**src/rtl/comp_pkg.sv**
```systemverilog
// rtl/comp_pkg.sv - channel indices shared by input_conditioner and comp_core
//   Purpose: names the physical input channels so consumers index by role.
//   Ports:   none (package).
package comp_pkg;

  localparam int N_INPUTS = 4;

  localparam int CH_FORK  = 0;
  localparam int CH_CRANK = 1;
  localparam int CH_TRIP  = 2;
  localparam int CH_MODE  = 3;

endpackage : comp_pkg

```
**src/rtl/debounce_channel.sv**
```systemverilog
// rtl/debounce_channel.sv - single-bit debounce, edge and long-press detector
//   Purpose: filters one active-high raw line into a clean level plus
//            registered press / release / long-press pulses.
//   Ports:   Clock, Reset (sync, active-high), raw (active-high, synchronised)
//            level          debounced state
//            pressPulse     1-cycle pulse when level goes 0->1
//            releasePulse   1-cycle pulse when level goes 1->0
//            longPressPulse 1-cycle pulse once per press held LONG_CYCLES
module debounce_channel #(
  parameter int DB_CYCLES   = 160,
  parameter int LONG_CYCLES = 32768
) (
  input  logic Clock,
  input  logic Reset,
  input  logic raw,
  output logic level,
  output logic pressPulse,
  output logic releasePulse,
  output logic longPressPulse
);

  localparam int DbW   = $clog2(DB_CYCLES + 1);
  localparam int HoldW = $clog2(LONG_CYCLES + 1);

  localparam logic [DbW-1:0]   DbLast   = DbW'(DB_CYCLES - 1);
  localparam logic [HoldW-1:0] HoldMax  = HoldW'(LONG_CYCLES);
  localparam logic [HoldW-1:0] HoldLast = HoldW'(LONG_CYCLES - 1);

  logic [DbW-1:0]   dbCnt;
  logic [HoldW-1:0] holdCnt;
  logic             accept;

  // The DB_CYCLES-th consecutive differing sample flips the level.
  always_comb begin
    accept = 1'b0;
    if ((raw != level) && (dbCnt == DbLast)) begin
      accept = 1'b1;
    end
  end

  always_ff @(posedge Clock) begin
    if (Reset) begin
      level          <= 1'b0;
      dbCnt          <= '0;
      holdCnt        <= '0;
      pressPulse     <= 1'b0;
      releasePulse   <= 1'b0;
      longPressPulse <= 1'b0;
    end else begin
      pressPulse   <= accept & raw;
      releasePulse <= accept & ~raw;

      if (accept) begin
        level <= raw;
        dbCnt <= '0;
      end else if (raw == level) begin
        dbCnt <= '0;
      end else begin
        dbCnt <= dbCnt + 1'b1;
      end

      // Hold counter saturates so the long-press fires once per press.
      // A release accepted on the same edge means the button is already
      // up, so the long-press is dropped in favour of the release.
      if (!level) begin
        holdCnt        <= '0;
        longPressPulse <= 1'b0;
      end else if (holdCnt != HoldMax) begin
        holdCnt        <= holdCnt + 1'b1;
        longPressPulse <= (holdCnt == HoldLast) && !accept;
      end else begin
        longPressPulse <= 1'b0;
      end
    end
  end

endmodule : debounce_channel

```
**src/rtl/input_conditioner.sv**
```systemverilog
// rtl/input_conditioner.sv - debounce/edge-detect stage ahead of comp_core
//   Purpose: inverts the active-low synchronised inputs and runs one
//            independent debounce_channel per input.
//   Ports:   Clock, Reset (sync, active-high)
//            nIn        synchronised raw inputs, active-low
//            Level      debounced state, active-high
//            Press      1-cycle pulse on accepted press
//            Release    1-cycle pulse on accepted release
//            LongPress  1-cycle pulse once per press held LONG_CYCLES
module input_conditioner
  import comp_pkg::*;
#(
  parameter int N_CH        = N_INPUTS,
  parameter int DB_CYCLES   = 160,
  parameter int LONG_CYCLES = 32768
) (
  input  logic            Clock,
  input  logic            Reset,
  input  logic [N_CH-1:0] nIn,
  output logic [N_CH-1:0] Level,
  output logic [N_CH-1:0] Press,
  output logic [N_CH-1:0] Release,
  output logic [N_CH-1:0] LongPress
);

  if (DB_CYCLES < 1) begin : gBadDbCycles
    $error("input_conditioner: DB_CYCLES must be >= 1");
  end
  if (LONG_CYCLES < 1) begin : gBadLongCycles
    $error("input_conditioner: LONG_CYCLES must be >= 1");
  end

  for (genvar i = 0; i < N_CH; i++) begin : gCh
    debounce_channel #(
      .DB_CYCLES   (DB_CYCLES),
      .LONG_CYCLES (LONG_CYCLES)
    ) uChannel (
      .Clock          (Clock),
      .Reset          (Reset),
      .raw            (~nIn[i]),
      .level          (Level[i]),
      .pressPulse     (Press[i]),
      .releasePulse   (Release[i]),
      .longPressPulse (LongPress[i])
    );
  end

endmodule : input_conditioner

```
**config.mk**
```make
export PLATFORM = sky130hd
export DESIGN_NAME = input_conditioner
export DESIGN_NICKNAME = d
export VERILOG_FILES = /design/src/rtl/comp_pkg.sv /design/src/rtl/debounce_channel.sv /design/src/rtl/input_conditioner.sv
export SDC_FILE = /design/constraint.sdc
export NUM_CORES = 1
export LEC_CHECK = 0
export BUFFER_PORTS_ARGS = -buffer_cell sky130_fd_sc_hd__buf_2
export CELL_PAD_IN_SITES_DETAIL_PLACEMENT = 1
export CELL_PAD_IN_SITES_GLOBAL_PLACEMENT = 2
export CORE_ASPECT_RATIO = 1.75
export CORE_UTILIZATION = 38
export DETAILED_ROUTE_END_ITERATION = 10
export PLACE_DENSITY_LB_ADDON = 0.1
export SLEW_MARGIN = 20
export SYNTH_ARGS = -nofsm -noshare
export SYNTH_HDL_FRONTEND = slang
export SYNTH_SLANG_ARGS = --single-unit
```
**constraint.sdc**
```tcl
create_clock -name Clock -period 1.8 [get_ports Clock]
set_input_delay 0.18 -clock Clock [delete_from_list [all_inputs] [get_ports Clock]]
set_output_delay 0.18 -clock Clock [all_outputs]
set_load 0.02 [all_outputs]
```
======== Yosys cells after proc, flatten, opt, wreduce, memory -nomap -nowiden ========
Cells that the tools add are included.
word-level totals
  output and inout bits ................... 16
  bits of input ports ..................... 6
  register bits after elaboration ......... 112
operators by class
  eq/ne operators ......................... 20
  add/sub/neg operators ................... 8
  bitwise logic cells ..................... 20
  multiplexer cells ....................... 4
  reduce and logical (&&, ||, !) cells .... 24
operators by type and width
  operator                                                                  number
  16-bit by 1-bit adder with 16-bit output (second input constant)          4
  16-bit by 15-bit equality test with 1-bit output (second input constant)  4
  16-bit != test (second input constant)                                    4
  8-bit by 1-bit adder with 8-bit output (second input constant)            4
  8-bit equality test (second input constant)                               4
  3-bit OR reduction                                                        8
  1-bit inverter                                                            12
  1-bit bitwise AND                                                         8
  1-bit logical AND                                                         8
  2-bit OR reduction                                                        4
  1-bit equality test                                                       4
  1-bit zero test                                                           4
  1-bit 2-to-1 mux                                                          4
  1-bit != test                                                             4

======== Longest topological paths before layout ========
Gate-level depths: netlist (run 1).
  depth after elaboration ................. 6
  depth in mapped cells ................... 6

======== Hierarchy ========
From an unflattened synthesis (run 1), not the netlist that was laid out.
second synthesis, totals
  cells, all modules ...................... 548
  area, all modules ....................... 4934.7 um^2
by module, submodules not included
  module             sequential area each (um^2)  instances  cells an instance  area each (um^2)
  debounce_channel   560.5                        4          136                1229.9
  input_conditioner  0.0                          1          4                  15.0

======== Worst setup path after synthesis (run 1) ========
OpenSTA, ideal clock, no wires.
  path type ............................... register to register
  start ................................... reg gCh[2].uChannel.dbCnt[0]
  end ..................................... reg gCh[2].uChannel.dbCnt[2]
  stages on the path, launching flop included .. 7
  setup time .............................. 0.065 ns
  path slack .............................. 0.205 ns
  arrival time ............................ 1.531 ns
  period minus slack after synthesis ...... 1.595 ns
  data required time ...................... 1.735 ns
  path through ............................ dfxtp_1 ha_1 and3_1 and4_1 or3_1 clkbuf_1 nor2_1
on the way
  word-level cells in the longest chain between the ends .. 4
RTL lines
  element                                                                         RTL line                text
  start: declaration                                                              debounce_channel.sv:29  logic [DbW-1:0] dbCnt;
  start signal: assignment                                                        debounce_channel.sv:59  dbCnt <= dbCnt + 1'b1;
  branches (longest 4 deep; another with 8-bit by 1-bit adder with 8-bit output)  n/a
Several ways; the timed one is not identified.
A chain may end at the register's enable or synchronous reset.

======== Worst setup path after layout (run 1) ========
  start ................................... reg gCh[0].uChannel.holdCnt[0]
  end ..................................... reg gCh[0].uChannel.holdCnt[14]
on the way
  word-level cells in the longest chain between the ends .. 1
RTL lines
  element                                                                     RTL line                                        text
  start: declaration                                                          debounce_channel.sv:30                          logic [HoldW-1:0] holdCnt;
  start signal: assignment                                                    debounce_channel.sv:69                          holdCnt <= holdCnt + 1'b1;
  16-bit by 1-bit adder with 16-bit output or 16-bit != test (tied branches)  debounce_channel.sv:69, debounce_channel.sv:68
Several ways; a longest one is shown, not always the timed one.

==> results.txt, run 1 <==
- Status: complete, no violations
- Post-CTS repair timing setup buffer count: 0
- Gate count of the mapped netlist: 560
* LEAKAGE: 1.84 nW
- Sequential cells were found to cover 45.1% of the synthesized design area.
- Cells with a size suffix above 1 make up 11.5% of the layout.
- Sinks on the clock net: 112
- RePlAce Congestion: 0.815
- Leading post-synthesis cells by cell area: sky130_fd_sc_hd__dfxtp_1 45%, sky130_fd_sc_hd__xnor2_1 7.0%, sky130_fd_sc_hd__nor2_1 6.9%
- Most area-hungry cell type in the Yosys netlist: sky130_fd_sc_hd__dfxtp_1
- Count of unique library cells instantiated by Yosys: 40
* Number of synthesized flops with an enable pin: 0
* Placed wire-length estimate after detailed placement: 7.93 mm
- For this configuration, the core starts out at a cell density of 38.6%.
* Primary flip-flop cell chosen by synthesis mapping: sky130_fd_sc_hd__dfxtp_1
- Antenna-violating nets left: 0
- Post-layout net count: 598
- Final hold viol count: 0
- The worst setup path is launched from a flip-flop.
* Mapped Nets: 578
- Pin count of the biggest net entering global routing: 18
- Placed instance count: 740
* Avg WL per Cell: 13.9 um
- The first detailed-routing pass ran for 4 iterations.
- For this run, the number of Yosys warnings is 0.
- Initial antenna violation count: 0
- Share of the synthesized area in the top cell type: 45.1%
- Finish-stage setup viols: 0
- No sink is reached through more buffers than the 2 on the longest clock path.
- Headroom to the max-slew limit came out at 61.6%.
- Detailed router's first-iteration violation count: 64
- Using the TritonRoute via totals, the vias-per-cell ratio works out to 5.11.
* Die boundary height: 153 um
* Transition time of the tightest slew-check pin: 0.575 ns
- Count of antenna diodes in the layout: 0
* Power per cell area: 809 mW/mm2
- Buffers placed on the I/O ports in this run total 21.
- Synthesis inferred 112 register bits.
- After synthesis the cells add up to 0.00497 mm2.
* Post-route minimum period: 1.66 ns
- Max Transition Viols Final: 0
* Critical path endpoint category: flip-flop
- Via count of the first global-routing pass: 3964
* Remaining global-route overflow: 0
- Required time at the worst-slack endpoint: 2.08 ns
- Counting cells, the worst reg-to-reg path comes to 5.
* Worst clock skew: 0.00869 ns
- Static timing analysis puts the maximum clock frequency at 601 MHz.
* Worst-path clk slew: 0.07 ns
- Worst Hold Depth: 2
* Total Power Consumption: 4.50 mW
- Dominant cell by count in the synthesized netlist: sky130_fd_sc_hd__dfxtp_1
* Routed vias: 3864
* Setup TNS: 0 ns
- Critical path type: flip-flop to flip-flop
* H-Tree Level Count: 3
* Final non-filler cell total: 756
* Top cells by instance count after synthesis: 112 x sky130_fd_sc_hd__dfxtp_1, 92 x sky130_fd_sc_hd__nor2_1, 40 x sky130_fd_sc_hd__xnor2_1, 33 x sky130_fd_sc_hd__xor2_1, 32 x sky130_fd_sc_hd__nand3_1
- STA puts the critical path data arrival time at 1.94 ns.
* Die Area: 0.0136 mm2
- A synthesized cell averages 8.88 um2.
* Area growth from synthesis to final layout: 11.9%
- Of the available clock period, the critical path in the final layout requires 92.4%.
- Class of the tightest hold or removal check: input port to flip-flop
- Buffers inserted to repair hold after CTS numbered 0.
- Cell area after placement: 0.00525 mm2
* Finished Core Util: 43.3%
* Total clock buffers created by CTS: 9
- Cell at the root of the clock tree: sky130_fd_sc_hd__clkbuf_16
- Along the worst path, the maximum fanout reaches 5.
- Overall global routing resource usage: 17.1%
- Peak ir drop on the vdd network: 0.402 mV
- The floorplan step set the die width to 88.5 um.
- For the worst-skew pair, the clock arrives at the later sink with an insertion delay of 0.35 ns.
* CTS tree: done
* Unrepaired setup endpoints after global routing: no
- Summed over all layers, the routed wires come to 10.5 mm.
- In this run the count of I/O pins placed on the die edge is 22.
- For this run, design rule violations remaining after detail routing come to 0.
- Fill cells in the final layout number 1548.
- In the synthesized netlist the async set-or-reset flop fraction comes to 0%.
- The first global-routing pass estimated 18.4 mm of wire.
- The core region is 0.0129 mm2.
- Fin area: 0.00557 mm2
* Standard-cell rows: 55
- Across the run, the number of max-cap violations was 0.
[metrics by stage]
step	hold WS (ns)	worst slack, ns
after global routing	0.0254	0.00174
after CTS	0.0276	0.0505
after global placement	0.396	0.140
final	0.0460	0.137
after detailed placement	0.403	0.0626
after floorplan	0.259	0.205
[routing by layer]
metal  part of all wire, %  global-route usage [%]
met3                   1.9                    3.08
met4                   1.2                    5.76
met5                     0                       0
met2                    54                    31.2
met1                    43                    19.3
[registers in the layout, indices dropped and copies added (netlist names)]
signal and flops:
gCh.uChannel.longPressPulse 4, gCh.uChannel.holdCnt 64, gCh.uChannel.releasePulse 4, gCh.uChannel.dbCnt 32, gCh.uChannel.pressPulse 4, gCh.uChannel.level 4
[what timing repair did]
action | in CTS | in global routing
hold endpoints to repair | 0 | 0
endpoints found under the setup margin | 0 | 20
gates resized for setup | 0 | 4
[cell type report]
| class | count | area [um2] | area share, % |
|---|---|---|---|
| repair buffers | 41 | 255 | 4.59 |
| inverters | 20 | 75.1 | 1.35 |
| well taps | 171 | 214 | 3.84 |
| clock inverters | 3 | 25.0 | 0.450 |
| flip-flops and latches | 112 | 2240 | 40.3 |
| clock buffers | 13 | 270 | 4.86 |
| multi-input cells | 396 | 2480 | 44.6 |
[cells in the final DEF, fill, tap and decap left out, drive strengths merged, types with 8 or more instances in the layout]
cell type / count
o21ai: 9
and3: 8
nor4b: 11
clkbuf: 13
dfxtp: 112
nor4: 20
nor3: 16
or3: 10
buf: 41
inv: 20
nand2b: 9
nand4: 25
ha: 12
nor2: 92
a21oi: 13
nand2: 25
nand3: 32
xor2: 33
xnor2: 40
[logic make-up (layout without fill, tap and decap cells)]
logic type,Yosys count,count (layout),share of synthesized area (%)
flops,112,112,45.1
compound gates,30,30,3.47
simple gates,279,279,29.8
buf+inv,52,77,5.41
fa+ha+maj,12,12,3.02
xor+xnor,73,73,12.9
mux,2,2,0.403
[critical path, stage by stage (launching register included)]
cell	delay [ns]
sky130_fd_sc_hd__dfxtp_1	0.41
sky130_fd_sc_hd__ha_1	0.23
sky130_fd_sc_hd__nand2_1	0.12
sky130_fd_sc_hd__or2_2	0.33
sky130_fd_sc_hd__or3_1	0.35
sky130_fd_sc_hd__a21oi_1	0.15
[report_power, final]
part,leakage (nW),total [mW],internal [mW],switching (mW)
clock,0.142,1.95,1.06,0.894
sequential,0.903,2.49,2.48,0.00931
combinational,0.794,0.0534,0.0207,0.0327
total,1.84,4.50,3.56,0.936
[path summary, 6_finish.rpt]
path / startpoint / endpoint / slack, ns
setup reg to reg: gCh[0].uChannel.holdCnt[0] / gCh[0].uChannel.holdCnt[14] / 0.14
setup / recovery: gCh[0].uChannel.holdCnt[0] / gCh[0].uChannel.holdCnt[14] / 0.14
hold / removal: nIn[2] / gCh[2].uChannel.pressPulse / 0.05
hold reg to reg: gCh[2].uChannel.dbCnt[0] / gCh[2].uChannel.dbCnt[0] / 0.47
(Power assumes the default switching activity.)
==> run 2, diff against run 1 <==
--- a/config.mk
+++ b/config.mk
@@ -15,4 +15,5 @@
 export SLEW_MARGIN = 20
 export SYNTH_ARGS = -nofsm -noshare
 export SYNTH_HDL_FRONTEND = slang
+export SYNTH_HIERARCHICAL = 1
 export SYNTH_SLANG_ARGS = --single-unit
==> run 2 against run 1 <==
Against the previous run:
- synthesized cell count fell by 2.1%
- register-to-register slack better by 0.03 ns
- maximum frequency is 1.8% higher
- critical endpoint is now gCh[1].uChannel/longPressPulse
- clock power increased by 9%
- highest routed layer unchanged
- largest cell class unchanged
==> results.txt, run 2 <==
- Finish-stage setup viols: 0 (unchanged)
- Worst clock skew: 0.00809 ns (was 0.00869 ns)
* Finished Core Util: 44.0% (was 43.3%)
* RePlAce Congestion: 0.756 (was 0.815)
- Number of buffer cells added on primary ports: 21 (unchanged)
- Routed vias: 3834 (was 3864)
- Core box area: 0.0126 mm2 (was 0.0129 mm2)
* CTS tree: done (unchanged)
- The fraction of final layout cells sized beyond drive strength 1 is 9.38% (was 11.5%).
* Area growth from synthesis to final layout: 12.0% (was 11.9%)
- The time the worst path needs with I/O delays and setup was 1.63 ns (was 1.66 ns).
* Sequential cell area fraction in the yosys report: 45.4% (was 45.1%)
- The switching part of the total came to 20.2% (was 20.8%).
- Class of the tightest hold or removal check: input port to flip-flop (unchanged)
- Worst path cell trace: ha_1 > and4_1 > nand2_1 > nor4_1 (was ha_1 > nand2_1 > or2_2 > or3_1 > a21oi_1)
- The sequential cell area is 0.00224 mm2 (unchanged).
- The kind of critical path is flip-flop to flip-flop (unchanged).
- The total power divided by cell area is 845 mW/mm2 (was 809 mW/mm2).
- The width of the die was 88.1 um (was 88.5 um).
- Share of the synthesized area in the top cell type: 45.4% (was 45.1%)
- The antenna diode instance count is 0 (unchanged).
- Headroom to the max-slew limit: 66.0% (was 61.6%)
- The most frequently used cell type in the post-synthesis netlist was sky130_fd_sc_hd__dfxtp_1 (unchanged).
- The detailed-routing iteration count for the pre-antenna-repair pass was 3 (was 4).
* RR Endpoint: gCh[1].uChannel/longPressPulse (was gCh[0].uChannel.holdCnt[14])
- The most frequent standard cell in the layout excluding fill and tap cells is sky130_fd_sc_hd__dfxtp_1 (unchanged).
- Number of cells traversed by the worst register-to-register path: 4 (was 5)
* Max Cap Viol: 0 (unchanged)
- The total global routing track utilization came to 17.5% (was 17.1%).
- Initial antenna violation count: 0 (unchanged)
* Per-instance average area after synthesis: 9.00 um2 (was 8.88 um2)
* Combined area of the multi-input logic cells: 0.00254 mm2 (was 0.00248 mm2)
- Ratio of routed vias to standard cells: 5.15 (was 5.11)
* Detailed router's first-iteration violation count: 99 (was 64)
- Cell at the root of the clock tree: sky130_fd_sc_hd__clkbuf_16 (unchanged)
- Family of cells with the greatest summed delay on the critical path: simple AND/OR/NAND/NOR gates (unchanged)
* Final hold viol count: 0 (unchanged)
- The total wirelength of the detailed-routed design is 10.8 mm (was 10.5 mm).
- Worst-path clk slew: 0.07 ns (about the same)
- The sequential group share of total power is 53.3% (was 55.4%).
- Status: complete, no violations (unchanged)
- The worst hold path startpoint was nIn[0] (was nIn[2]).
- Mapped Nets: 566 (was 578)
- The delay of the slowest critical-path stage came to 0.45 ns (was 0.41 ns).
- Unrepaired setup endpoints after global routing: no (unchanged).
- Gate count of the mapped netlist: 548 (was 560)
- The DRC violations left is 0 (unchanged).
* Antenna-violating nets left: 0 (unchanged)
* Leading post-synthesis cells by cell area: sky130_fd_sc_hd__dfxtp_1 45%, sky130_fd_sc_hd__xor2_1 9.2%, sky130_fd_sc_hd__nor2_1 7.0% (was sky130_fd_sc_hd__dfxtp_1 45%, sky130_fd_sc_hd__xnor2_1 7.0%, sky130_fd_sc_hd__nor2_1 6.9%)
- P_int: 3.73 mW (was 3.56 mW)
* Total Power Consumption: 4.67 mW (was 4.50 mW)
* Clock network fraction of design power: 45.5% (was 43.4%)
* Hold-fix buffer count after cts: 0 (unchanged)
- LEAKAGE: 1.90 nW (was 1.84 nW)
* Die boundary height: 153 um (about the same)
* Largest registers: gCh.uChannel/holdCnt: 64 flops, gCh.uChannel/dbCnt: 32 flops (was gCh.uChannel.holdCnt: 64 flops, gCh.uChannel.dbCnt: 32 flops)
* Most used cells in the layout excluding fill and tap cells: 112 x sky130_fd_sc_hd__dfxtp_1, 92 x sky130_fd_sc_hd__nor2_1, 52 x sky130_fd_sc_hd__xor2_1, 36 x sky130_fd_sc_hd__nand2_1, 36 x sky130_fd_sc_hd__nand3_1 (was 112 x sky130_fd_sc_hd__dfxtp_1, 92 x sky130_fd_sc_hd__nor2_1, 40 x sky130_fd_sc_hd__xnor2_1, 33 x sky130_fd_sc_hd__xor2_1, 32 x sky130_fd_sc_hd__nand3_1)
- The area of the die came to 0.0135 mm2 (was 0.0136 mm2).
- The number of fill cells in the layout came to 1512 (was 1548).
- Primary flip-flop cell chosen by synthesis mapping: sky130_fd_sc_hd__dfxtp_1 (unchanged)
- The number of buffers inserted to repair setup after CTS came to 0 (unchanged).
* Global-route wire length before repair: 18.7 mm (was 18.4 mm)
- Category of the worst setup path launch point: flip-flop (unchanged)
- The largest fanout on the critical path was 6 (was 5).
- Worst-path cell with the longest stage delay: sky130_fd_sc_hd__dfxtp_1 (unchanged)
- The most flop-heavy register is gCh.uChannel/holdCnt (was gCh.uChannel.holdCnt).
* Later-pin clock latency in the skew report: 0.34 ns (was 0.35 ns)
* Pin count of the biggest net entering global routing: 21 (was 18)
- Net Sw Power: 0.942 mW (was 0.936 mW)
- The endpoint class of the critical path is a flip-flop (unchanged).
* H-Tree Level Count: 3 (unchanged)
- The final cycle utilization of the critical path came to 90.7% (was 92.4%).
* Standard-cell rows: 54 (was 55)
- Boundary Pins: 22 (unchanged)
- The number of register bits inferred by synthesis came to 112 (unchanged).
* Most area-hungry cell type in the Yosys netlist: sky130_fd_sc_hd__dfxtp_1 (unchanged)
* Placed wire-length estimate after detailed placement: 7.77 mm (was 7.93 mm)
* Transition time of the tightest slew-check pin: 0.503 ns (was 0.575 ns)
* Remaining global-route overflow: 0 (unchanged)
- Starting density of the core: 39.3% (was 38.6%)
* Worst path buffer plus inverter count: 0 (unchanged)
* Required time at the worst-slack endpoint: 2.04 ns (was 2.08 ns)
- The number of flops mapped to enable cells by yosys was 0 (unchanged).
* Achievable Freq: 612 MHz (was 601 MHz)
- Largest register FFs: 64 (unchanged)
* Yosys synthesis warning count: 6 (was 0)
* Via count of the first global-routing pass: 4077 (was 3964)
* FF-to-FF Start: gCh[1].uChannel/holdCnt[0] (was gCh[0].uChannel.holdCnt[0])
- The critical path data arrival time is 1.87 ns (was 1.94 ns).
- The final routed wire length divided by cell count was 14.5 um (was 13.9 um).
- Peak ir drop on the vdd network: 0.367 mV (was 0.402 mV)
- The number of distinct library cells after synthesis was 26 (was 40).
- Maximum clock insertion buffer count: 2 (unchanged)
- Setup slack of the most critical reg-to-reg path: 0.17 ns (was 0.14 ns)
- Async set or reset register ratio after synthesis: 0% (unchanged)
- The count of cells resized by post-cts repair came to 0 (unchanged).
- Post-layout net count: 589 (was 598)
- Sinks on the clock net: 112 (unchanged)
* Max Transition Viols Final: 0 (unchanged)
- Setup TNS: 0 ns (unchanged)
* Netlist area before placement: 0.00493 mm2 (was 0.00497 mm2)
* Worst Hold Depth: 4 (was 2)
* Launch point of the critical path: gCh[1].uChannel/holdCnt[0] (was gCh[0].uChannel.holdCnt[0])
- End of the worst hold path: gCh[0].uChannel/level (was gCh[2].uChannel.pressPulse)
- Total clock buffers created by CTS: 9 (unchanged)
* Top cells by instance count after synthesis: 112 x sky130_fd_sc_hd__dfxtp_1, 92 x sky130_fd_sc_hd__nor2_1, 52 x sky130_fd_sc_hd__xor2_1, 36 x sky130_fd_sc_hd__nand2_1, 36 x sky130_fd_sc_hd__nand3_1 (was 112 x sky130_fd_sc_hd__dfxtp_1, 92 x sky130_fd_sc_hd__nor2_1, 40 x sky130_fd_sc_hd__xnor2_1, 33 x sky130_fd_sc_hd__xor2_1, 32 x sky130_fd_sc_hd__nand3_1)
- Gate power share: 1.2% (about the same)
-- run 2: cell count changes in the layout (fill, tap and decap cells not counted), moves of 6 or more --
cell,delta
sky130_fd_sc_hd__nand2_1,+11
sky130_fd_sc_hd__xor2_1,+19
sky130_fd_sc_hd__mux2i_1,+6
sky130_fd_sc_hd__and4_1,+6
sky130_fd_sc_hd__xnor2_1,-16
sky130_fd_sc_hd__buf_4,-13
sky130_fd_sc_hd__nor4b_1,+7
sky130_fd_sc_hd__nor4_1,-7
-- run 2: stage by stage --
stage | setup WS [ns] | cells | instance area (um2) | hold slack [ns]
floorplan | 0.457 | 548 | 4930 | 0.249
global placement | 0.224 | 728 | 5210 | 0.421
detailed placement | 0.216 | 728 | 5210 | 0.431
CTS | 0.128 | 744 | 5530 | 0.128
global route | 0.0877 | 744 | 5530 | 0.138
finish | 0.167 | 744 | 5530 | 0.139
-- run 2: how the worst max path moves through the flow --
stage	endpoint	depth (start not counted)
floorplan	gCh[0].uChannel/dbCnt[2]	5
global placement	gCh[1].uChannel/longPressPulse	4
detailed placement	gCh[1].uChannel/longPressPulse	4
CTS	gCh[1].uChannel/longPressPulse	4
global route	gCh[1].uChannel/longPressPulse	4
finish	gCh[1].uChannel/longPressPulse	4
-- run 2: power groups by stage --
| stage | Sequential [mW] | Clock, mW | Combinational (mW) |
|---|---|---|---|
| finish | 2.49 | 2.12 | 0.0557 |
| global placement | 2.55 | 0 | 0.0537 |
| global route | 2.49 | 2.31 | 0.0646 |
| CTS | 2.49 | 2.21 | 0.0578 |
| floorplan | 2.55 | 0 | 0.0457 |
| detailed placement | 2.55 | 0 | 0.0573 |
-- run 2: cell type report --
| type | count | area share (%) |
|---|---|---|
| clock buffers | 11 | 4.21 |
| clock inverters | 5 | 1.47 |
| inverters | 16 | 1.09 |
| multi-input cells | 404 | 46.0 |
| flip-flops and latches | 112 | 40.6 |
| well taps | 168 | 3.80 |
| repair buffers | 28 | 2.85 |
-- run 2: kinds of logic after synthesis --
logic type | Yosys count | synth area share, %
compound gates | 16 | 1.62
xor+xnor | 76 | 13.5
fa+ha+maj | 12 | 3.04
buf+inv | 32 | 3.04
flops | 112 | 45.4
mux | 8 | 1.62
simple gates | 292 | 31.7
-- run 2: worst min-delay path, delay by kind of cell --
kind,cells,cell delay (ns)
buf+inv,2,0.13
simple gates,1,0.06
compound gates,1,0.05
-- run 2: metal layers --
metal,track usage (%),vias up,share of wire (%)
li1,-,1927,-
met4,6.61,0,1.6
met3,2.49,10,1.7
met2,33.0,31,55
met5,0,-,0
met1,18.9,1866,42
==> run 3, diff against run 2 <==
--- a/config.mk
+++ b/config.mk
@@ -8,7 +8,7 @@
 export BUFFER_PORTS_ARGS = -buffer_cell sky130_fd_sc_hd__buf_2
 export CELL_PAD_IN_SITES_DETAIL_PLACEMENT = 1
 export CELL_PAD_IN_SITES_GLOBAL_PLACEMENT = 2
-export CORE_ASPECT_RATIO = 1.75
+export CORE_ASPECT_RATIO = 1.2
 export CORE_UTILIZATION = 38
 export DETAILED_ROUTE_END_ITERATION = 10
 export PLACE_DENSITY_LB_ADDON = 0.1
==> run 3 against run 2 <==
Against the previous run:
- sequential power about the same
- register-to-register slack gained 0.11 ns
- flip-flop and latch count did not move
- first-iteration DRC count is 9.1% higher
- clock-buffer cell count rose by 1
- hold slack lost 0.0065 ns
- maximum frequency increased by 7.2%
- critical path depth unchanged
- global-route usage fell by 0.75 points
- critical path type unchanged
- largest cell class unchanged
==> results.txt, run 3 (synthesized netlist as in run 2, its figures left out) <==
* Hold-fix buffer count after cts: 0 (unchanged)
- The worst hold path startpoint is nIn[3] (was nIn[0]).
- The family with the most delay on the worst path was simple AND/OR/NAND/NOR gates (unchanged).
* LEAKAGE: 1.89 nW (was 1.90 nW)
- The final cycle utilization of the critical path is 84.7% (was 90.7%).
- The kind of critical path is flip-flop to flip-flop (unchanged).
- Post-CTS repair timing setup buffer count: 0 (unchanged)
* Finish-stage setup viols: 0 (unchanged)
* Standard-cell rows: 45 (was 54)
* Later-pin clock latency in the skew report: 0.35 ns (was 0.34 ns)
* RePlAce Congestion: 0.767 (was 0.756)
- The width of the die came to 106 um (was 88.1 um).
- The total power divided by cell area came to 854 mW/mm2 (was 845 mW/mm2).
* Finished Core Util: 43.5% (was 44.0%)
* Setup TNS: 0 ns (unchanged)
* Category of the worst setup path launch point: flip-flop (unchanged)
* Area growth from synthesis to final layout: 11.7% (was 12.0%)
- Max Transition Viols Final: 0 (unchanged)
* Highest net fanout along the worst path: 8 (was 6)
- Fin area: 0.00551 mm2 (was 0.00553 mm2)
- DRT Pass-1 Iters: 4 (was 3)
- The via count of the first global-routing pass came to 3965 (was 4077).
- The most flop-heavy register was gCh.uChannel/holdCnt (unchanged).
* Overall global routing resource usage: 16.7% (was 17.5%)
- Core box area: 0.0127 mm2 (was 0.0126 mm2)
- The worst clock skew came to 0.00616 ns (was 0.00809 ns).
- Pin count of the biggest net entering global routing: 21 (unchanged)
* Cell area after placement: 0.00519 mm2 (was 0.00521 mm2)
- Residual DRC: 0 (unchanged)
* Clock network fraction of design power: 46.0% (was 45.5%)
- The fraction of final layout cells sized beyond drive strength 1 was 9.08% (was 9.38%).
* Worst-path clk slew: 0.07 ns (about the same)
- Most used cells in the layout excluding fill and tap cells: 112 x sky130_fd_sc_hd__dfxtp_1, 92 x sky130_fd_sc_hd__nor2_1, 52 x sky130_fd_sc_hd__xor2_1, 36 x sky130_fd_sc_hd__nand2_1, 36 x sky130_fd_sc_hd__nand3_1 (unchanged).
- The peak supply drop was 0.427 mV (was 0.367 mV).
* Worst path cell trace: ha_1 > and4_4 > or3_1 > nor2_1 (was ha_1 > and4_1 > nand2_1 > nor4_1)
* RR Endpoint: gCh[0].uChannel/dbCnt[3] (was gCh[1].uChannel/longPressPulse)
- The final setup slack of the worst path was 0.276 ns (was 0.167 ns).
* Class of the tightest hold or removal check: input port to flip-flop (unchanged)
- Gate power share: 1.2% (about the same)
- Detailed router's first-iteration violation count: 108 (was 99)
- The net switching power came to 0.917 mW (was 0.942 mW).
- The area of the die is 0.0134 mm2 (was 0.0135 mm2).
- The depth of the most critical reg-to-reg path is 4 (unchanged).
* Post-route minimum period: 1.52 ns (was 1.63 ns)
* Total of cells resized after clock tree synthesis: 0 (unchanged)
* Post-placement setup slack: 0.272 ns (was 0.216 ns)
- Die boundary height: 127 um (was 153 um)
- The root cell of the clock tree was sky130_fd_sc_hd__clkbuf_16 (unchanged).
- The total vias in the final route is 3799 (was 3834).
- Number of buffer cells added on primary ports: 21 (unchanged)
* Maximum clock insertion buffer count: 2 (unchanged)
- Delay of the slowest cell on the worst path: 0.49 ns (was 0.45 ns)
- Headroom to the max-slew limit: 73.6% (was 66.0%)
- Largest registers: gCh.uChannel/holdCnt: 64 flops, gCh.uChannel/dbCnt: 32 flops (unchanged)
- P_int: 3.79 mW (was 3.73 mW)
- Data arrival time at the worst-slack endpoint: 1.81 ns (was 1.87 ns)
* Setup slack of the most critical reg-to-reg path: 0.28 ns (was 0.17 ns)
- The antenna diode instance count was 0 (unchanged).
- The number of buffers added by the clock tree synthesis step was 9 (unchanged).
* Sw Ratio: 19.5% (was 20.2%)
- The overflow left after global routing came to 0 (unchanged).
* FF-to-FF Start: gCh[0].uChannel/dbCnt[0] (was gCh[1].uChannel/holdCnt[0])
- Critical path endpoint category: flip-flop (unchanged)
* Boundary Pins: 22 (unchanged)
- Worst-case hold slack: 0.132 ns (was 0.139 ns)
* Worst path buffer plus inverter count: 0 (unchanged)
- The number of antenna violations at the first check in global routing was 0 (unchanged).
- Total Power Consumption: 4.71 mW (was 4.67 mW)
- The number of placed cells counting well taps was 722 (was 728).
* Unrepaired setup endpoints after global routing: no (unchanged)
* Worst-path cell with the longest stage delay: sky130_fd_sc_hd__or3_1 (was sky130_fd_sc_hd__dfxtp_1)
* Post-layout net count: 587 (was 589)
- Transition time of the tightest slew-check pin: 0.390 ns (was 0.503 ns)
- The H-tree depth was 3 (unchanged).
* Sequential cell fraction of total power: 52.9% (was 53.3%)
* Avg WL per Cell: 13.9 um (was 14.5 um)
- The max-capacitance violation count was 0 (unchanged).
- End of the worst hold path: gCh[3].uChannel/level (was gCh[0].uChannel/level)
- The total wirelength of the detailed-routed design was 10.3 mm (was 10.8 mm).
- The most frequent standard cell in the layout excluding fill and tap cells is sky130_fd_sc_hd__dfxtp_1 (unchanged).
* Placed wire-length estimate after detailed placement: 7.32 mm (was 7.77 mm)
- Global-route wire length before repair: 18.1 mm (was 18.7 mm)
- Achievable Freq: 656 MHz (was 612 MHz)
- Final non-filler cell total: 737 (was 744)
- The hold violation count in the final report was 0 (unchanged).
- The clock tree from TritonCTS was done (unchanged).
- Starting density of the core: 39.0% (was 39.3%)
- Status: complete, no violations (unchanged).
- Worst Hold Depth: 4 (unchanged)
- The data required time at the worst endpoint came to 2.09 ns (was 2.04 ns).
- The flip-flop count of the largest register, all copies and words added came to 64 (unchanged).
- Antenna-violating nets left: 0 (unchanged)
* Sinks on the clock net: 112 (unchanged)
* Ratio of routed vias to standard cells: 5.15 (about the same)
==> run 3: power by group through the flow <==
stage | logic (mW) | registers (mW) | clock network [mW]
2_1_floorplan | 0.0457 | 2.55 | 0
3_3_place_gp | 0.0545 | 2.55 | 0
3_5_place_dp | 0.0566 | 2.55 | 0
4_1_cts | 0.0570 | 2.49 | 2.25
5_1_grt | 0.0637 | 2.49 | 2.33
6_report | 0.0547 | 2.49 | 2.16
==> run 3: layer usage <==
layer	global-route usage (%)	up-vias	share of wire, %
li1	-	1925	-
met1	19.4	1834	47
met2	29.8	28	50
met3	2.52	12	1.7
met4	8.09	0	2.0
met5	0	-	0
==> run 3: cell type report <==
| class | count | area [um2] |
|---|---|---|
| Tap cell | 164 | 205 |
| Fill cell | 1480 | 7150 |
| Multi-Input combinational cell | 404 | 2540 |
| Sequential cell | 112 | 2240 |
| Timing Repair Buffer | 26 | 143 |
| Clock inverter | 3 | 65.1 |
| Inverter | 16 | 60.1 |
| Clock buffer | 12 | 256 |
==> run 3: worst max-delay path by stage <==
stage	start	to	slack, ns	cells after the start
floorplan	gCh[0].uChannel/dbCnt[0]	gCh[0].uChannel/dbCnt[2]	0.46	5
global route	gCh[2].uChannel/holdCnt[0]	gCh[2].uChannel/holdCnt[14]	0.09	5
finish	gCh[0].uChannel/dbCnt[0]	gCh[0].uChannel/dbCnt[3]	0.28	4
CTS	gCh[0].uChannel/holdCnt[0]	gCh[0].uChannel/longPressPulse	0.26	4
global placement	gCh[0].uChannel/holdCnt[0]	gCh[0].uChannel/longPressPulse	0.29	4
detailed placement	gCh[0].uChannel/dbCnt[0]	gCh[0].uChannel/dbCnt[6]	0.27	4
==> run 3: tightest hold or removal path, delay by kind of cell <==
family / cells / cell delay [ns]
AOI/OAI and AO/OA: 1 / 0.05
buffers and inverters: 2 / 0.14
and+or+nand+nor: 1 / 0.06
